File: config.mk
export PLATFORM = sky130hd
export DESIGN_NAME = online_digit_stream_driver_flat
export DESIGN_NICKNAME = d
export VERILOG_FILES = /design/src/rtl/online_mult_pkg.sv /design/src/rtl/online_digit_stream_driver_if.sv /design/src/rtl/online_digit_shifter.sv /design/src/rtl/online_digit_stream_driver.sv /design/src/flat_wrapper.sv
export SDC_FILE = /design/constraint.sdc
export NUM_CORES = 1
export LEC_CHECK = 0
export CELL_PAD_IN_SITES_DETAIL_PLACEMENT = 1
export CELL_PAD_IN_SITES_GLOBAL_PLACEMENT = 1
export CORE_ASPECT_RATIO = 0.5
export CORE_MARGIN = 10
export CORE_UTILIZATION = 34
export CTS_BUF_LIST = sky130_fd_sc_hd__clkbuf_4 sky130_fd_sc_hd__clkbuf_8
export CTS_CLUSTER_SIZE = 8
export DETAILED_ROUTE_END_ITERATION = 16
export PLACE_DENSITY_LB_ADDON = 0.08
export SLEW_MARGIN = 30
export SYNTH_ARGS = -nofsm -noshare
export SYNTH_HDL_FRONTEND = slang
export SYNTH_SLANG_ARGS = --single-unit
File: constraint.sdc
create_clock -name clk -period 1.5 [get_ports clk]
set_input_delay 0.3 -clock clk [delete_from_list [all_inputs] [get_ports clk]]
set_output_delay 0.3 -clock clk [all_outputs]
set_load 0.02 [all_outputs]
File: src/rtl/online_mult_pkg.sv
// Shared constants for the online multiplier digit stream: digit width,
// counter scaling and the driver state encoding.
package online_mult_pkg;

  // Radix-4 digits: two bits per digit on every channel.
  localparam int DIGIT_W = 2;

  // cnt_master is the digit index scaled by four (two zero LSBs).
  localparam int CNT_SHIFT = 2;

  // Driver state encoding, kept as plain constants so older code can
  // compare against them directly.
  localparam logic [2:0] IDLE     = 3'd0;
  localparam logic [2:0] SEND     = 3'd1;
  localparam logic [2:0] WAIT_OUT = 3'd2;
  localparam logic [2:0] DONE     = 3'd3;

  typedef logic [DIGIT_W-1:0] digit_t;

endpackage

File: src/rtl/online_digit_stream_driver_if.sv
// Digit handshake bundle between the stream driver (master) and the
// multiplier controller (slave): x/y operand digits out, z result digits back.
interface online_digit_stream_driver_if;
  import online_mult_pkg::*;

  digit_t x_value;
  digit_t y_value;
  digit_t z_value;
  logic   data_x_vld;
  logic   data_x_rdy;
  logic   data_y_vld;
  logic   data_y_rdy;
  logic   data_out_vld;
  logic   data_out_rdy;

  modport master (
    output x_value, y_value, data_x_vld, data_y_vld, data_out_rdy,
    input  data_x_rdy, data_y_rdy, z_value, data_out_vld
  );

  modport slave (
    input  x_value, y_value, data_x_vld, data_y_vld, data_out_rdy,
    output data_x_rdy, data_y_rdy, z_value, data_out_vld
  );

endinterface

File: src/rtl/online_digit_shifter.sv
// MSB-first digit shift register with parallel load. Each shift moves the
// word up by one digit and inserts shift_in at the bottom. The tap exposes
// the top TAP_W bits: one digit for operand streaming, the full word when
// used to collect a result.
module online_digit_shifter
  import online_mult_pkg::*;
#(
  parameter int WIDTH = 16,
  parameter int TAP_W = DIGIT_W
) (
  input  logic             clk,
  input  logic             asyn_reset,
  input  logic             load_en,
  input  logic [WIDTH-1:0] load_data,
  input  logic             shift_en,
  input  digit_t           shift_in,
  output logic [TAP_W-1:0] tap
);

  logic [WIDTH-1:0] shreg_reg;
  logic [WIDTH-1:0] shifted;

  generate
    if (WIDTH > DIGIT_W) begin : g_wide
      assign shifted = {shreg_reg[WIDTH-DIGIT_W-1:0], shift_in};
    end else begin : g_single
      // A one-digit register is simply replaced on every shift.
      assign shifted = shift_in;
    end
  endgenerate

  // Load has priority over shift; reset clears the whole word.
  always_ff @(posedge clk) begin
    if (asyn_reset) begin
      shreg_reg <= '0;
    end else if (load_en) begin
      shreg_reg <= load_data;
    end else if (shift_en) begin
      shreg_reg <= shifted;
    end
  end

  assign tap = shreg_reg[WIDTH-1 -: TAP_W];

endmodule

File: src/rtl/online_digit_stream_driver.sv
// Streams two operand words MSB-first as 2-bit digits over independent x/y
// handshakes, collects one result digit per digit pair, reassembles the
// result word and maintains the cnt_master digit counter.
module online_digit_stream_driver
  import online_mult_pkg::*;
#(
  parameter int DIGITS         = 8,
  parameter int RAM_ADDR_WIDTH = 7
) (
  input  logic                        clk,
  input  logic                        asyn_reset,
  input  logic                        start,
  input  logic [2*DIGITS-1:0]         op_x,
  input  logic [2*DIGITS-1:0]         op_y,
  output logic                        op_rdy,
  online_digit_stream_driver_if.master bus,
  output logic [RAM_ADDR_WIDTH+1:0]   cnt_master,
  output logic [2*DIGITS-1:0]         result,
  output logic                        result_vld
);

  localparam int W  = DIGIT_W * DIGITS;
  localparam int CW = RAM_ADDR_WIDTH + CNT_SHIFT;
  localparam logic [RAM_ADDR_WIDTH-1:0] LAST_IDX = RAM_ADDR_WIDTH'(DIGITS - 1);

  logic [2:0]                state_reg, state_next;
  logic                      x_vld_reg, x_vld_next;
  logic                      y_vld_reg, y_vld_next;
  logic                      out_rdy_reg, out_rdy_next;
  logic                      result_vld_reg, result_vld_next;
  logic                      op_rdy_reg, op_rdy_next;
  logic [RAM_ADDR_WIDTH-1:0] digit_idx_reg, digit_idx_next;
  logic [CW-1:0]             cnt_reg, cnt_next;

  logic load_en;
  logic op_shift_en;
  logic res_shift_en;
  logic x_xfer;
  logic y_xfer;
  logic out_xfer;

  logic [W-1:0] op_word  [2];
  digit_t       op_digit [2];

  assign x_xfer   = x_vld_reg && bus.data_x_rdy;
  assign y_xfer   = y_vld_reg && bus.data_y_rdy;
  assign out_xfer = out_rdy_reg && bus.data_out_vld;

  assign op_word[0] = op_x;
  assign op_word[1] = op_y;

  // Index 0 carries x, index 1 carries y; both advance together.
  genvar gi;
  generate
    for (gi = 0; gi < 2; gi++) begin : g_op
      online_digit_shifter #(
        .WIDTH (W),
        .TAP_W (DIGIT_W)
      ) u_op_shifter (
        .clk        (clk),
        .asyn_reset (asyn_reset),
        .load_en    (load_en),
        .load_data  (op_word[gi]),
        .shift_en   (op_shift_en),
        .shift_in   ('0),
        .tap        (op_digit[gi])
      );
    end
  endgenerate

  // Result collector: cleared on job start, z digits enter at the bottom so
  // the first-received digit ends up in the MSB position.
  online_digit_shifter #(
    .WIDTH (W),
    .TAP_W (W)
  ) u_result_shifter (
    .clk        (clk),
    .asyn_reset (asyn_reset),
    .load_en    (load_en),
    .load_data  ('0),
    .shift_en   (res_shift_en),
    .shift_in   (bus.z_value),
    .tap        (result)
  );

  // Next-state and handshake control for one job.
  always_comb begin
    state_next      = state_reg;
    x_vld_next      = x_vld_reg;
    y_vld_next      = y_vld_reg;
    out_rdy_next    = out_rdy_reg;
    result_vld_next = result_vld_reg;
    digit_idx_next  = digit_idx_reg;
    load_en         = 1'b0;
    op_shift_en     = 1'b0;
    res_shift_en    = 1'b0;

    case (state_reg)
      IDLE: begin
        if (start) begin
          load_en        = 1'b1;
          digit_idx_next = '0;
          x_vld_next     = 1'b1;
          y_vld_next     = 1'b1;
          state_next     = SEND;
        end
      end

      SEND: begin
        // Each channel drops its valid on its own transfer edge.
        if (x_xfer) x_vld_next = 1'b0;
        if (y_xfer) y_vld_next = 1'b0;
        if (!x_vld_next && !y_vld_next) begin
          out_rdy_next = 1'b1;
          state_next   = WAIT_OUT;
        end
      end

      WAIT_OUT: begin
        if (out_xfer) begin
          res_shift_en = 1'b1;
          out_rdy_next = 1'b0;
          if (digit_idx_reg == LAST_IDX) begin
            result_vld_next = 1'b1;
            state_next      = DONE;
          end else begin
            digit_idx_next = digit_idx_reg + 1'b1;
            op_shift_en    = 1'b1;
            x_vld_next     = 1'b1;
            y_vld_next     = 1'b1;
            state_next     = SEND;
          end
        end
      end

      DONE: begin
        result_vld_next = 1'b0;
        state_next      = IDLE;
      end

      default: begin
        state_next = IDLE;
      end
    endcase

    cnt_next    = {digit_idx_next, {CNT_SHIFT{1'b0}}};
    op_rdy_next = (state_next == IDLE);
  end

  // State and output registers; reset abandons any job in flight.
  always_ff @(posedge clk) begin
    if (asyn_reset) begin
      state_reg      <= IDLE;
      x_vld_reg      <= 1'b0;
      y_vld_reg      <= 1'b0;
      out_rdy_reg    <= 1'b0;
      result_vld_reg <= 1'b0;
      op_rdy_reg     <= 1'b1;
      digit_idx_reg  <= '0;
      cnt_reg        <= '0;
    end else begin
      state_reg      <= state_next;
      x_vld_reg      <= x_vld_next;
      y_vld_reg      <= y_vld_next;
      out_rdy_reg    <= out_rdy_next;
      result_vld_reg <= result_vld_next;
      op_rdy_reg     <= op_rdy_next;
      digit_idx_reg  <= digit_idx_next;
      cnt_reg        <= cnt_next;
    end
  end

  assign op_rdy           = op_rdy_reg;
  assign cnt_master       = cnt_reg;
  assign result_vld       = result_vld_reg;
  assign bus.x_value      = op_digit[0];
  assign bus.y_value      = op_digit[1];
  assign bus.data_x_vld   = x_vld_reg;
  assign bus.data_y_vld   = y_vld_reg;
  assign bus.data_out_rdy = out_rdy_reg;

endmodule

File: src/flat_wrapper.sv
// flat-port wrapper written by rule: the top's interface ports become plain ports
module online_digit_stream_driver_flat import online_mult_pkg::*;
#(
  parameter int DIGITS         = 8,
  parameter int RAM_ADDR_WIDTH = 7
)
  (clk, asyn_reset, start, op_x, op_y, op_rdy, cnt_master, result, result_vld, bus_x_value, bus_y_value, bus_data_x_vld, bus_data_y_vld, bus_data_out_rdy, bus_data_x_rdy, bus_data_y_rdy, bus_z_value, bus_data_out_vld);
  online_digit_stream_driver_if bus_i ();
  input  logic clk;
  input  logic asyn_reset;
  input  logic start;
  input  logic [2*DIGITS-1:0] op_x;
  input  logic [2*DIGITS-1:0] op_y;
  output logic op_rdy;
  output logic [RAM_ADDR_WIDTH+1:0] cnt_master;
  output logic [2*DIGITS-1:0] result;
  output logic result_vld;
  output wire logic [$bits(bus_i.x_value)-1:0] bus_x_value;
  output wire logic [$bits(bus_i.y_value)-1:0] bus_y_value;
  output wire logic [$bits(bus_i.data_x_vld)-1:0] bus_data_x_vld;
  output wire logic [$bits(bus_i.data_y_vld)-1:0] bus_data_y_vld;
  output wire logic [$bits(bus_i.data_out_rdy)-1:0] bus_data_out_rdy;
  input wire logic [$bits(bus_i.data_x_rdy)-1:0] bus_data_x_rdy;
  input wire logic [$bits(bus_i.data_y_rdy)-1:0] bus_data_y_rdy;
  input wire logic [$bits(bus_i.z_value)-1:0] bus_z_value;
  input wire logic [$bits(bus_i.data_out_vld)-1:0] bus_data_out_vld;
  assign bus_x_value = bus_i.x_value;
  assign bus_y_value = bus_i.y_value;
  assign bus_data_x_vld = bus_i.data_x_vld;
  assign bus_data_y_vld = bus_i.data_y_vld;
  assign bus_data_out_rdy = bus_i.data_out_rdy;
  assign bus_i.data_x_rdy = bus_data_x_rdy;
  assign bus_i.data_y_rdy = bus_data_y_rdy;
  assign bus_i.z_value = bus_z_value;
  assign bus_i.data_out_vld = bus_data_out_vld;
  online_digit_stream_driver #(.DIGITS(DIGITS), .RAM_ADDR_WIDTH(RAM_ADDR_WIDTH)) u_core (.clk(clk), .asyn_reset(asyn_reset), .start(start), .op_x(op_x), .op_y(op_y), .op_rdy(op_rdy), .bus(bus_i), .cnt_master(cnt_master), .result(result), .result_vld(result_vld));
endmodule
==> summary.md <==
| Metric | Value |
|---|---|
| CTS tree | yes |
| Async S/R FF share, synth | 0% |
| Max clock buf depth | 2 |
| Htree depth | 3 |
| Drt wl/cell | 19.5 µm |
| Residual DRC count | 0 |
| Row cnt | 23 |
| Hold Path End | u_core.digit_idx_reg[0] |
| Post-synthesis cell count | 306 |
| Dpl hpwl | 6.41 mm |
| Drt via density | 5.08 |
| Worst Path Max Fanout | 5 |
| # setup viols final | 54 |
| Overflow after GRT | 0 |
| Static Leak | 1.82 nW |
| Syn avg cell area | 9.20 µm² |
| Period utilisation layout | 109% |
| Largest register FFs | 32 |
| CP required | 1710 ps |
| Final Power | 3.84 mW |
| RR Endpoint | u_core.digit_idx_reg[2] |
| Clk Latency, worst-skew pair | 340 ps |
| Share of layout cells above drive strength 1 | 39.8% |
| Yosys cell types | 41 |
| IR drop worst, VDD | 0.410 mV |
| Routability cong. | 0.792 |
| Via Count | 2,730 |
| Total track usage | 15.5% |
| CTS root buf | clkbuf_8 |
| Synth area leaders | dfxtp_1, a221oi_2, o21bai_1, a21oi_1, nand2_1 |
| Layout Nets | 463 |
| Min Tclk post-route | 1630 ps |
| Setup TNS | -4760 ps |
| Die area | 12,500 µm² |
| Failing checks | setup timing |
| Die width | 149 µm |
| Synth Register Bits | 63 |
| Unrepaired setup endpoints after global routing | yes |
| EDFF count, synth | 0 |
| Multi-input gate area | 1740 µm² |
| Antenna violations before repair | 0 |
| CP max stage delay | 630 ps |
| Die height | 84.4 µm |
| Pwr dens | 816 nW/µm² |
| Cell taking the most area after synthesis | dfxtp_1 |
| Initial DRC Count | 126 |
| R2R setup slack | -130 ps |
| Critical path, cell by cell | or4b_4 > buf_6 > nand2b_4 > buf_12 > o41ai_1 |
| IO Port Bufs | 71 |
| Startpoint Class | flop |
| Io pins | 74 |
| Placed inst area | 3970 µm² |
| Critical R2R Launch | u_core.state_reg[1] |
| First-pass GRT wire length | 15.8 mm |
| Arr. time, crit path | 1840 ps |
| Ys Warns | 0 |
| Worst setup slack after layout | -128 ps |
| Worst Hold Path Cells | 3 |
| Worst hold path startpoint | asyn_reset |
| Fin. Hold Viols | 0 |
| Synth Cell Area | 2820 µm² |
| Slew Viols, Final | 0 |
| Finished layout cell area | 4700 µm² |
| Starting Density | 35.1% |
| Share of the synthesized area in the top cell type | 44.8% |
| Post-layout util | 58.6% |
| Hold Crit Class | in -> reg |
| Fill cells | 857 |
| Vias in the first global route | 2,960 |
| FF+latch area | 1280 µm² |
| Number of buffers created by CTS | 9 |
| Status | finished with violations |
| Most common flop cell mapped by yosys | dfxtp_1 |
| Max Cap Viol | 0 |
| Clk slew on worst S/H paths | 70 ps |
| R2R depth | 5 |
| Antenna cell count | 0 |
| Fmax | 614 MHz |
| Sequential area share after synthesis | 44.8% |
| Core footprint | 8030 µm² |
| Area delta synth->final | 67.0% |
| Hold Slack | 336 ps |
| Worst path slowest cell | or4b_4 |
| Post-route ant nets | 0 |
| # clock sinks | 63 |
| 1st-pass router iterations | 4 |
| Clock Skews | 5.06 ps |
| Worst setup EP type | flop |
| Largest net degree at the start of global routing | 33 |
| Crit Path Category | reg -> reg |
| WL final | 10.4 mm |
## stage by stage
stage | cells | setup WS [ps]
3_5_place_dp | 503 | -547
4_1_cts | 530 | -104
6_report | 537 | -128
3_3_place_gp | 503 | -553
5_1_grt | 537 | -186
2_1_floorplan | 308 | -36.9
## cell usage after synthesis (all sizes together), types with 5 or more instances
library cell / instances
nand2: 44
a211oi: 9
dfxtp: 63
a221oi: 24
inv: 5
o21ai: 8
and2: 9
buf: 21
a21oi: 33
nor2: 27
o21bai: 24
clkbuf: 9
## where the power goes
group	switching [mW]	total [mW]	internal, mW
registers	0.0278	1.76	1.73
clock network	0.637	1.34	0.707
logic	0.331	0.738	0.406
## repair_timing
action                                  4_1_cts  5_1_grt
hold buffers                                  0        0
gates cloned                                  3        4
buffers inserted                             10        5
pin swaps                                     5       17
endpoints found under the setup margin       84       64
resized for setup                            53       64
## area by class of cell
type / instances / share of cell area, %
clock inverters: 1 / 0.106
well taps: 112 / 2.98
multi-input cells: 211 / 37.0
repair buffers: 132 / 28.7
flip-flops and latches: 63 / 27.3
inverters: 5 / 0.399
clock buffers: 13 / 3.54
## placed cells by master, fill, tap and decap left out, types with 5 or more instances in the layout
master           instances
o21bai_4                12
buf_4                   38
and2_4                   6
clkbuf_8                11
dfxtp_4                  5
a21oi_2                 15
clkdlybuf4s50_1         37
buf_6                    9
a211oi_1                 5
dlygate4sd2_1           30
nor2_1                  23
buf_12                  10
a21oi_1                 18
a221oi_2                20
dfxtp_1                 54
o21bai_1                 9
nand2_1                 42
inv_1                    5
## metal layers
layer | track usage, % | up-vias | part of all wire [%]
met2 | 24.5 | 55 | 49
met5 | 0 | - | 0
li1 | - | 1326 | -
met4 | 3.85 | 0 | 0.48
met3 | 6.96 | 6 | 5.9
met1 | 19.0 | 1343 | 44
## critical path: cells and delay by family (launching register included)
family | cells | cell delay (ps)
and+or+nand+nor | 2 | 760
DFF | 1 | 370
buffers and inverters | 2 | 310
AOI/OAI and AO/OA | 1 | 60
## worst max-delay path by stage
| stage | from | endpoint | slack (ps) | depth (start not counted) |
|---|---|---|---|---|
| after floorplan | u_core.digit_idx_reg[1] | u_core.digit_idx_reg[0] | -40 | 6 |
| after CTS | u_core.state_reg[2] | u_core.g_op[1].u_op_shifter.shreg_reg[14] | -100 | 5 |
| after detailed placement | start | u_core.g_op[1].u_op_shifter.shreg_reg[14] | -550 | 5 |
| after global routing | u_core.state_reg[2] | u_core.g_op[0].u_op_shifter.shreg_reg[6] | -190 | 6 |
| after global placement | start | u_core.g_op[1].u_op_shifter.shreg_reg[14] | -550 | 5 |
| final | u_core.state_reg[1] | u_core.digit_idx_reg[2] | -130 | 5 |
## kinds of logic (layout without fill, tap and decap cells)
family / after synthesis / after routing / share of synthesized area (%)
buf+inv: 35 / 151 / 6.97
compound gates: 105 / 105 / 30.0
flops: 63 / 63 / 44.8
xor+xnor: 3 / 3 / 0.933
simple gates: 98 / 99 / 16.7
fa+ha+maj: 1 / 1 / 0.444
other cells: 1 / 3 / 0.133
Power figures use the tool's default switching activity.
